### config.mk
export PLATFORM = sky130hd
export DESIGN_NAME = cpu_run_ctrl_flat
export DESIGN_NICKNAME = d
export VERILOG_FILES = /design/src/rtl/cpu_run_ctrl_if.sv /design/src/rtl/cpu_run_ctrl.sv /design/src/flat_wrapper.sv
export SDC_FILE = /design/constraint.sdc
export NUM_CORES = 1
export LEC_CHECK = 0
export ABC_AREA = 1
export BUFFER_PORTS_ARGS = -buffer_cell sky130_fd_sc_hd__buf_2
export CAP_MARGIN = 20
export CORE_MARGIN = 2
export CORE_UTILIZATION = 50
export CTS_CLUSTER_DIAMETER = 30
export DETAILED_ROUTE_END_ITERATION = 10
export PLACE_DENSITY = 0.8
export SETUP_SLACK_MARGIN = 0.02
export SYNTH_ARGS = -nofsm -noshare
export SYNTH_HDL_FRONTEND = slang
export SYNTH_SLANG_ARGS = --single-unit
### constraint.sdc
create_clock -name clk -period 1.8 [get_ports clk]
set_input_delay 0 -clock clk [delete_from_list [all_inputs] [get_ports clk]]
set_output_delay 0 -clock clk [all_outputs]
set_load 0.01 [all_outputs]
### src/rtl/cpu_run_ctrl_if.sv
// -----------------------------------------------------------------------------
// cpu_run_ctrl_if
// Bundles the host-side controls and the core-side handshake of the run-control
// sequencer.
//   master : the sequencer (drives core_rst, core_pc_load, core_pc, core_run,
//            flush_req, done, busy, cycle_count)
//   slave  : the memory map and core (drive go, start_addr, reset, unhalt,
//            core_halt, core_bkpt, flush_ack)
// -----------------------------------------------------------------------------
interface cpu_run_ctrl_if #(
   parameter int ADDR_WIDTH = 64,
   parameter int CNT_WIDTH  = 32
);
   // host controls from the memory map
   logic                  go;
   logic [ADDR_WIDTH-1:0] start_addr;
   logic                  reset;
   logic                  unhalt;
   // status from the core / cache
   logic                  core_halt;
   logic                  core_bkpt;
   logic                  flush_ack;
   // sequencer outputs
   logic                  core_rst;
   logic                  core_pc_load;
   logic [ADDR_WIDTH-1:0] core_pc;
   logic                  core_run;
   logic                  flush_req;
   logic                  done;
   logic                  busy;
   logic [CNT_WIDTH-1:0]  cycle_count;

   modport master (
      input  go, start_addr, reset, unhalt, core_halt, core_bkpt, flush_ack,
      output core_rst, core_pc_load, core_pc, core_run, flush_req, done, busy,
             cycle_count
   );

   modport slave (
      output go, start_addr, reset, unhalt, core_halt, core_bkpt, flush_ack,
      input  core_rst, core_pc_load, core_pc, core_run, flush_req, done, busy,
             cycle_count
   );
endinterface

### src/rtl/cpu_run_ctrl.sv
// -----------------------------------------------------------------------------
// cpu_run_ctrl
// Run-control sequencer between the MMIO memory map and the processor core.
// Turns a host go pulse into: core reset (RST_CYCLES cycles), PC load strobe,
// run, optional breakpoint pause, cache flush and a sticky done indication.
// Counts the cycles spent in RUN (saturating) for host readback.
// Ports:
//   clk  : clock
//   rst  : synchronous active-high reset
//   bus  : cpu_run_ctrl_if.master (host controls, core handshake, status)
// All outputs are flops loaded from next-state decode, so no input reaches an
// output combinationally.
// -----------------------------------------------------------------------------
module cpu_run_ctrl #(
   parameter int ADDR_WIDTH = 64,
   parameter int RST_CYCLES = 4,
   parameter int CNT_WIDTH  = 32
) (
   input logic            clk,
   input logic            rst,
   cpu_run_ctrl_if.master bus
);

   typedef enum logic [2:0] {
      S_IDLE  = 3'd0,
      S_RESET = 3'd1,
      S_LOAD  = 3'd2,
      S_RUN   = 3'd3,
      S_PAUSE = 3'd4,
      S_FLUSH = 3'd5,
      S_DONE  = 3'd6
   } state_t;

   localparam logic [7:0]           RCNT_LOAD = 8'(RST_CYCLES - 1);
   localparam logic [CNT_WIDTH-1:0] CNT_MAX   = {CNT_WIDTH{1'b1}};
   localparam logic [CNT_WIDTH-1:0] CNT_ONE   = CNT_WIDTH'(1);

   state_t                state_q, state_d, state_nxt;
   logic [7:0]            rcnt_q, rcnt_d;
   logic [ADDR_WIDTH-1:0] pc_q, pc_d;
   logic [CNT_WIDTH-1:0]  cnt_q, cnt_d;
   logic                  unhalt_q, unhalt_d;
   logic                  core_rst_q, core_rst_d;
   logic                  pc_load_q, pc_load_d;
   logic                  run_q, run_d;
   logic                  flush_q, flush_d;
   logic                  done_q, done_d;
   logic                  busy_q, busy_d;
   logic                  go_accept;
   logic                  unhalt_rise;

   // Next-state, datapath and registered-output decode
   always_comb begin
      state_nxt = state_q;
      rcnt_d    = rcnt_q;
      pc_d      = pc_q;
      cnt_d     = cnt_q;
      unhalt_d  = bus.unhalt;

      // go is only honoured when idle/done and never alongside an abort
      go_accept   = bus.go & ~bus.reset &
                    ((state_q == S_IDLE) | (state_q == S_DONE));
      unhalt_rise = bus.unhalt & ~unhalt_q;

      case (state_q)
         S_IDLE, S_DONE: begin
            if (go_accept) begin
               state_nxt = S_RESET;
               pc_d      = bus.start_addr;
               cnt_d     = '0;
               rcnt_d    = RCNT_LOAD;
            end else begin
               state_nxt = state_q;
            end
         end
         S_RESET: begin
            if (rcnt_q == 8'd0) begin
               state_nxt = S_LOAD;
            end else begin
               rcnt_d = rcnt_q - 8'd1;
            end
         end
         S_LOAD: begin
            state_nxt = S_RUN;
         end
         S_RUN: begin
            // every edge spent in RUN counts, including the exit edge
            cnt_d = (cnt_q == CNT_MAX) ? cnt_q : (cnt_q + CNT_ONE);
            if (bus.core_halt) begin
               state_nxt = S_FLUSH;
            end else if (bus.core_bkpt) begin
               state_nxt = S_PAUSE;
            end else begin
               state_nxt = S_RUN;
            end
         end
         S_PAUSE: begin
            // a level unhalt left high from before the pause has no edge here
            if (unhalt_rise) begin
               state_nxt = S_RUN;
            end else begin
               state_nxt = S_PAUSE;
            end
         end
         S_FLUSH: begin
            if (bus.flush_ack) begin
               state_nxt = S_DONE;
            end else begin
               state_nxt = S_FLUSH;
            end
         end
         default: begin
            state_nxt = S_IDLE;
         end
      endcase

      // host abort overrides every other transition
      state_d = bus.reset ? S_IDLE : state_nxt;

      core_rst_d = (state_d == S_IDLE) | (state_d == S_RESET);
      pc_load_d  = (state_d == S_LOAD);
      run_d      = (state_d == S_RUN);
      flush_d    = (state_d == S_FLUSH);
      done_d     = (state_d == S_DONE);
      busy_d     = ~((state_d == S_IDLE) | (state_d == S_DONE));
   end

   // State, datapath and output registers
   always_ff @(posedge clk) begin
      if (rst) begin
         state_q    <= S_IDLE;
         rcnt_q     <= 8'd0;
         pc_q       <= '0;
         cnt_q      <= '0;
         unhalt_q   <= 1'b0;
         core_rst_q <= 1'b1;
         pc_load_q  <= 1'b0;
         run_q      <= 1'b0;
         flush_q    <= 1'b0;
         done_q     <= 1'b0;
         busy_q     <= 1'b0;
      end else begin
         state_q    <= state_d;
         rcnt_q     <= rcnt_d;
         pc_q       <= pc_d;
         cnt_q      <= cnt_d;
         unhalt_q   <= unhalt_d;
         core_rst_q <= core_rst_d;
         pc_load_q  <= pc_load_d;
         run_q      <= run_d;
         flush_q    <= flush_d;
         done_q     <= done_d;
         busy_q     <= busy_d;
      end
   end

   assign bus.core_rst     = core_rst_q;
   assign bus.core_pc_load = pc_load_q;
   assign bus.core_pc      = pc_q;
   assign bus.core_run     = run_q;
   assign bus.flush_req    = flush_q;
   assign bus.done         = done_q;
   assign bus.busy         = busy_q;
   assign bus.cycle_count  = cnt_q;

endmodule

### src/flat_wrapper.sv
// flat-port wrapper written by rule: the top's interface ports become plain ports
module cpu_run_ctrl_flat 
#(
   parameter int ADDR_WIDTH = 64,
   parameter int RST_CYCLES = 4,
   parameter int CNT_WIDTH  = 32
)
  (clk, rst, bus_go, bus_start_addr, bus_reset, bus_unhalt, bus_core_halt, bus_core_bkpt, bus_flush_ack, bus_core_rst, bus_core_pc_load, bus_core_pc, bus_core_run, bus_flush_req, bus_done, bus_busy, bus_cycle_count);
  cpu_run_ctrl_if #(.ADDR_WIDTH(ADDR_WIDTH), .CNT_WIDTH(CNT_WIDTH)) bus_i ();
  input logic clk;
  input logic rst;
  input wire logic [$bits(bus_i.go)-1:0] bus_go;
  input wire logic [$bits(bus_i.start_addr)-1:0] bus_start_addr;
  input wire logic [$bits(bus_i.reset)-1:0] bus_reset;
  input wire logic [$bits(bus_i.unhalt)-1:0] bus_unhalt;
  input wire logic [$bits(bus_i.core_halt)-1:0] bus_core_halt;
  input wire logic [$bits(bus_i.core_bkpt)-1:0] bus_core_bkpt;
  input wire logic [$bits(bus_i.flush_ack)-1:0] bus_flush_ack;
  output wire logic [$bits(bus_i.core_rst)-1:0] bus_core_rst;
  output wire logic [$bits(bus_i.core_pc_load)-1:0] bus_core_pc_load;
  output wire logic [$bits(bus_i.core_pc)-1:0] bus_core_pc;
  output wire logic [$bits(bus_i.core_run)-1:0] bus_core_run;
  output wire logic [$bits(bus_i.flush_req)-1:0] bus_flush_req;
  output wire logic [$bits(bus_i.done)-1:0] bus_done;
  output wire logic [$bits(bus_i.busy)-1:0] bus_busy;
  output wire logic [$bits(bus_i.cycle_count)-1:0] bus_cycle_count;
  assign bus_i.go = bus_go;
  assign bus_i.start_addr = bus_start_addr;
  assign bus_i.reset = bus_reset;
  assign bus_i.unhalt = bus_unhalt;
  assign bus_i.core_halt = bus_core_halt;
  assign bus_i.core_bkpt = bus_core_bkpt;
  assign bus_i.flush_ack = bus_flush_ack;
  assign bus_core_rst = bus_i.core_rst;
  assign bus_core_pc_load = bus_i.core_pc_load;
  assign bus_core_pc = bus_i.core_pc;
  assign bus_core_run = bus_i.core_run;
  assign bus_flush_req = bus_i.flush_req;
  assign bus_done = bus_i.done;
  assign bus_busy = bus_i.busy;
  assign bus_cycle_count = bus_i.cycle_count;
  cpu_run_ctrl #(.ADDR_WIDTH(ADDR_WIDTH), .RST_CYCLES(RST_CYCLES), .CNT_WIDTH(CNT_WIDTH)) u_core (.clk(clk), .rst(rst), .bus(bus_i));
endmodule
# Word level (Yosys, flattened, before mapping)
# Index checks and enable logic that the tools add are counted.
[totals] register_bits=114 input_bits=72 out_inout_bits=102 elab_cells=60
[classes] addsub=2 n_eq_ne=15 muxes=14 bitwise_logic=9 reduce_logical=9
[ops] cell="2-to-1 mux 32 bit" count=2
[ops] cell="one-hot mux 32 bit (2 select lines)" count=1
[ops] cell="adder 32 x 1 -> 32 bit (second input constant)" count=1
[ops] cell="equality test 32 bit (second input constant)" count=1
[ops] cell="2-to-1 mux 3 bit" count=6
[ops] cell="one-hot mux 3 bit (6 select lines)" count=1
[ops] cell="2-to-1 mux 8 bit" count=2
[ops] cell="one-hot mux 8 bit (2 select lines)" count=1
[ops] cell="equality test 3 bit (second input constant)" count=5
[ops] cell="equality test 3 x 2 -> 1 bit (second input constant)" count=4
[ops] cell="zero test 8 bit" count=1
[ops] cell="subtractor 8 x 1 -> 8 bit (second input constant)" count=1
[ops] cell="equality test 3 x 1 -> 1 bit (second input constant)" count=2
[ops] cell="zero test 3 bit" count=2
[ops] cell="AND reduction 3 bit" count=2
[ops] cell="!= test 2 bit (second input constant)" count=2
[ops] cell="nonzero test 2 bit" count=2
[ops] cell="bitwise AND 1 bit" count=3
[ops] cell="NOT 1 bit" count=3
[ops] cell="OR 1 bit" count=3
[ops] cell="2-to-1 mux 2 bit" count=1
[ops] cell="!= test 2 x 1 -> 1 bit (second input constant)" count=1
[ops] cell="AND reduction 2 bit" count=1
[ops] cell="OR reduction 2 bit" count=1

# Longest topological paths before layout
[logic_depth] ltp_word=9 ltp_mapped=12 depth_no_buf=12

# Least setup slack after synthesis
# OpenSTA, ideal clock, no wires.
[synth_timing] path_kind="flip-flop to flip-flop" from="register u_core.cnt_q[1], in the netlist u_core.bus.cycle_count[1]" to="register u_core.cnt_q[15], in the netlist u_core.bus.cycle_count[15]" t_arrival_ns=1.568 t_required_ns=1.672 slack_ns=0.104 path_stages_with_launch=12 period_less_slack_ns=1.696 path_cell_list="dfxtp_1 -> ha_1 -> inv_2 -> nor2_4 -> nand2_2 -> nor2_4 -> nand3_2 -> nand2_4 -> buf_6 -> nor2_1 -> a21oi_1 -> nor2_1"
[synth_via] elab_chain_cells=3
[synth_rtl] item="start, declared" line_no="cpu_run_ctrl.sv:41" text="logic [CNT_WIDTH-1:0] cnt_q, cnt_d;"
[synth_rtl] item="start signal, assigned" line_no="cpu_run_ctrl.sv:146" text="cnt_q <= cnt_d;"
[synth_rtl] item="adder 32 x 1 -> 32 bit or equality test 32 bit (tied branches)" line_no="cpu_run_ctrl.sv:88" text="cnt_d = (cnt_q == CNT_MAX) ? cnt_q : (cnt_q + CNT_ONE);"
[synth_rtl] item="2-to-1 mux 32 bit or != test 2 bit (tied branches)"
[synth_rtl] item="one-hot mux 32 bit (2 select lines) or AND reduction 3 bit (tied branches)"
# Several ways; a longest one is shown, not always the timed one. The select of a mux whose other input is x is not followed.
# A chain may end at the register's enable or synchronous reset.

# Final worst setup path
[layout_timing] from="register u_core.cnt_q[2], in the netlist u_core.bus.cycle_count[2]" to="register u_core.cnt_q[15], in the netlist u_core.bus.cycle_count[15]"
# Same word-level chain as after synthesis.

==> run_results.csv <==
group,metric,value,unit
outcome,status,"complete, no violations",
detailed_routing,drtAntennaViolNets,0,
place,dp_hpwl,10.1,mm
clock_network,cts_tree,"yes",
floorplanning,io_pins,174,
clock_network,cts_buffer_depth,2,
clock_network,cts_root_buffer,"clkbuf_8",
sta,relSlewSlack,66.9,%
logic_synthesis,synth_top_area_share,44.6,%
clock_network,path_clk_slew,0.06,ns
logic_synthesis,synth_fp_nets,834,
logic_synthesis,yosysTopAreaCell,"dfxtp_1",
logic_synthesis,ys.flop_type,"dfxtp_1",
sta,worstMarginPinSlew,0.496,ns
sta,fin_worst_skew,0.0110,ns
layout,antenna_cells,0,
logic_synthesis,syn_inst,760,
detailed_routing,drt-total-wl,17.8,mm
logic_synthesis,synthArstFlopShare,0,%
critical_path,worstPathRequired,2.21,ns
layout,drive_gt1_share,26.6,%
logic_synthesis,yosys-top-cells-count,"nor2_1 (239), nand2_1 (130), dfxtp_1 (114), o21ai_0 (72), inv_1 (50)",
floorplanning,coreArea,0.00986,sq mm
power_and_ir_drop,p_comb_share,12.5,%
floorplanning,die_w,105,microns
logic_synthesis,ys_types,33,
critical_path,worst-setup-path-type,"register to register",
logic_synthesis,syn_avg_cell_area,6.73,sq um
clock_network,clock-sinks,114,
floorplanning,fp-row-count,36,
logic_synthesis,synth_enable_flop_cells,0,
detailed_routing,via_count,6102,
logic_synthesis,synth_area,0.00512,sq mm
critical_path,arrival,2.08,ns
critical_path,r2r_start,"u_core.bus.cycle_count[2]$_SDFFE_PP0P_",
sta,min_period_over_period,93.0,%
power_and_ir_drop,seqPwrFrac,39.4,%
sta,slew_violations,0,
layout,area_delta_synth_final,49.1,%
logic_synthesis,yosysWarnings,0,
power_and_ir_drop,p_sw,1840,uW
logic_synthesis,ys_ff_latch,114,
floorplanning,dieArea,0.0111,sq mm
grt,overflow,0,
sta,rsz0062_at_grt,"true",
logic_synthesis,synth_most_common_cell,"nor2_1",
sta,clock.fmax,0.597,GHz
layout,fin_util,77.3,%
job,drv_cap,0,
grt,grt_pass1_wl,27.7,mm
power_and_ir_drop,p_leak,0.00350,uW
power_and_ir_drop,power.internal,5100,uW
power_and_ir_drop,p_sw_share,26.6,%
detailed_routing,drtIter0Drc,369,
power_and_ir_drop,p_clk_share,48.0,%
sta,finalSetupViolations,0,
clock_network,cts-buffers-inserted,17,
sta,period_needed,1.67,ns
critical_path,start_kind,"register",
floorplanning,start_util,51.9,%
logic_synthesis,synthTopCellsByArea,"dfxtp_1 (45%), nor2_1 (18%), nand2_1 (9.5%)",
place,dp_cells,1065,
hold_path,min_from,"bus_core_bkpt",
critical_path,end_kind,"register",
grt,grt_use_total,31.8,%
detailed_routing,viasPerCell,5.22,
sta,finalHoldViolCount,0,
grt,grt_pass1_vias,5725,
clock_network,htree_levels,4,
power_and_ir_drop,peakVddDrop,0.842,mV
layout,fillers,708,
place,gp_congestion,0.917,
layout,nets,1097,
detailed_routing,drc_errors,0,
detailed_routing,wire_per_inst,15.3,microns
floorplanning,die_h,105,microns
clock_network,clkLatencyLatePin,0.53,ns
sta,fin_tns_setup,0,ns
power_and_ir_drop,power_density,910,mW/mm^2
logic_synthesis,ys_seq_area_share,44.6,%
layout,fin_cells,1169,
critical_path,critPathMaxFanout,6,
detailed_routing,first_pass_iters,7,
grt,antenna_found_initial,0,
hold_path,hp-class,"input port to register",
grt,grt_max_degree,65,
critical_path,cp-startpoint,"u_core.bus.cycle_count[2]$_SDFFE_PP0P_",
place,io_buffers,173,
stage by stage:
| stage | total power, uW | hold slack [ns] | worst slack (ns) | cell area, sq um |
|---|---|---|---|---|
| 2_1_floorplan | 3170 | 0.0917 | 0.104 | 5120 |
| 3_3_place_gp | 3430 | 0.221 | 0.0680 | 6250 |
| 3_5_place_dp | 3450 | 0.235 | 0.0182 | 6250 |
| 4_1_cts | 6870 | 0.0184 | 0.0173 | 7520 |
| 5_1_grt | 7190 | 0.0759 | 0.00144 | 7630 |
| 6_report | 6940 | 0.0332 | 0.126 | 7630 |
flip-flops by register name, summed over array words and instances, names as in the netlist:
register                 count
u_core.bus.busy              1
u_core.bus.core_pc          64
u_core.bus.core_pc_load      1
u_core.bus.core_rst          1
u_core.bus.core_run          1
u_core.bus.cycle_count      32
u_core.bus.done              1
u_core.bus.flush_req         1
u_core.rcnt_q                8
u_core.state_q               3
u_core.unhalt_q              1
worst paths after layout:
| kind | endpoint | slack (ns) | cells past startpoint |
|---|---|---|---|
| min reg2reg | u_core.bus.core_pc[59]$_SDFFE_PP0P_ | 0.47 | 2 |
| min | u_core.bus.core_pc_load$_SDFF_PP0_ | 0.03 | 6 |
| max reg2reg | u_core.bus.cycle_count[15]$_SDFFE_PP0P_ | 0.13 | 10 |
| max | u_core.bus.cycle_count[15]$_SDFFE_PP0P_ | 0.13 | 10 |
cell usage in the layout (no fill, tap or decap), drive strengths merged, types with 6 or more instances in the layout:
master | Yosys | final
inv | 52 | 55
nand2 | 135 | 136
nor3 | 11 | 11
clkbuf | 17 | 19
dfxtp | 114 | 114
o21ai | 73 | 73
dlygate4sd3 | 0 | 67
buf | 15 | 208
nor2 | 245 | 245
a21oi | 22 | 22
clkinv | 0 | 6
nand3 | 46 | 46
critical path, stage by stage, from the launching register on:
cell	delay, ns
dfxtp_1	0.42
nand2_1	0.14
nor2_4	0.17
nand2_2	0.09
nor2_4	0.12
nand3_4	0.14
nand2_8	0.14
buf_4	0.15
nor2_1	0.05
a21oi_1	0.11
nor2_1	0.05
final cells by class:
cell class                 instances  area, sq um  share of cell area, %
timing repair buffer             275         1850                   24.2
multi-input combinational        563         2530                   33.2
sequential                       114         2290                   30.0
clock inverter                    13          150                   1.97
inverter                          52          200                   2.62
tap                              133          166                   2.18
clock buffer                      19          442                   5.79
power groups by stage:
stage | sequential, uW | clock [uW] | combinational, uW
after detailed placement | 2770 | 0 | 679
after global routing | 2740 | 3500 | 947
after CTS | 2720 | 3340 | 802
after floorplan | 2830 | 0 | 346
final | 2740 | 3340 | 871
after global placement | 2770 | 0 | 666
per-layer routing:
metal | wire [microns] | up-vias | track usage [%]
met4 | 913 | 0 | 16.9
met2 | 8940 | 327 | 54.2
met5 | 0 | - | 0
met3 | 1270 | 94 | 9.61
li1 | - | 2939 | -
met1 | 6730 | 2742 | 35.4
cells by family after synthesis:
logic type                 Yosys count  share of synthesized area [%]
xor gates and xnor gates             6                           1.03
AOI/OAI and AO/OA                  103                           10.4
buffers and inverters               84                           6.97
and+or+nand+nor                    451                           36.5
adders and majority gates            2                          0.489
DFF                                114                           44.6
repair_timing:
item                       CTS  global route
gates cloned                 0             1
setup buffers                0             4
hold buffers                67             0
pin swaps                    0             3
setup endpoints to repair    7            66
gates resized for setup      2            23
hold endpoints to repair    82             0
Power figures use the tool's default switching activity.
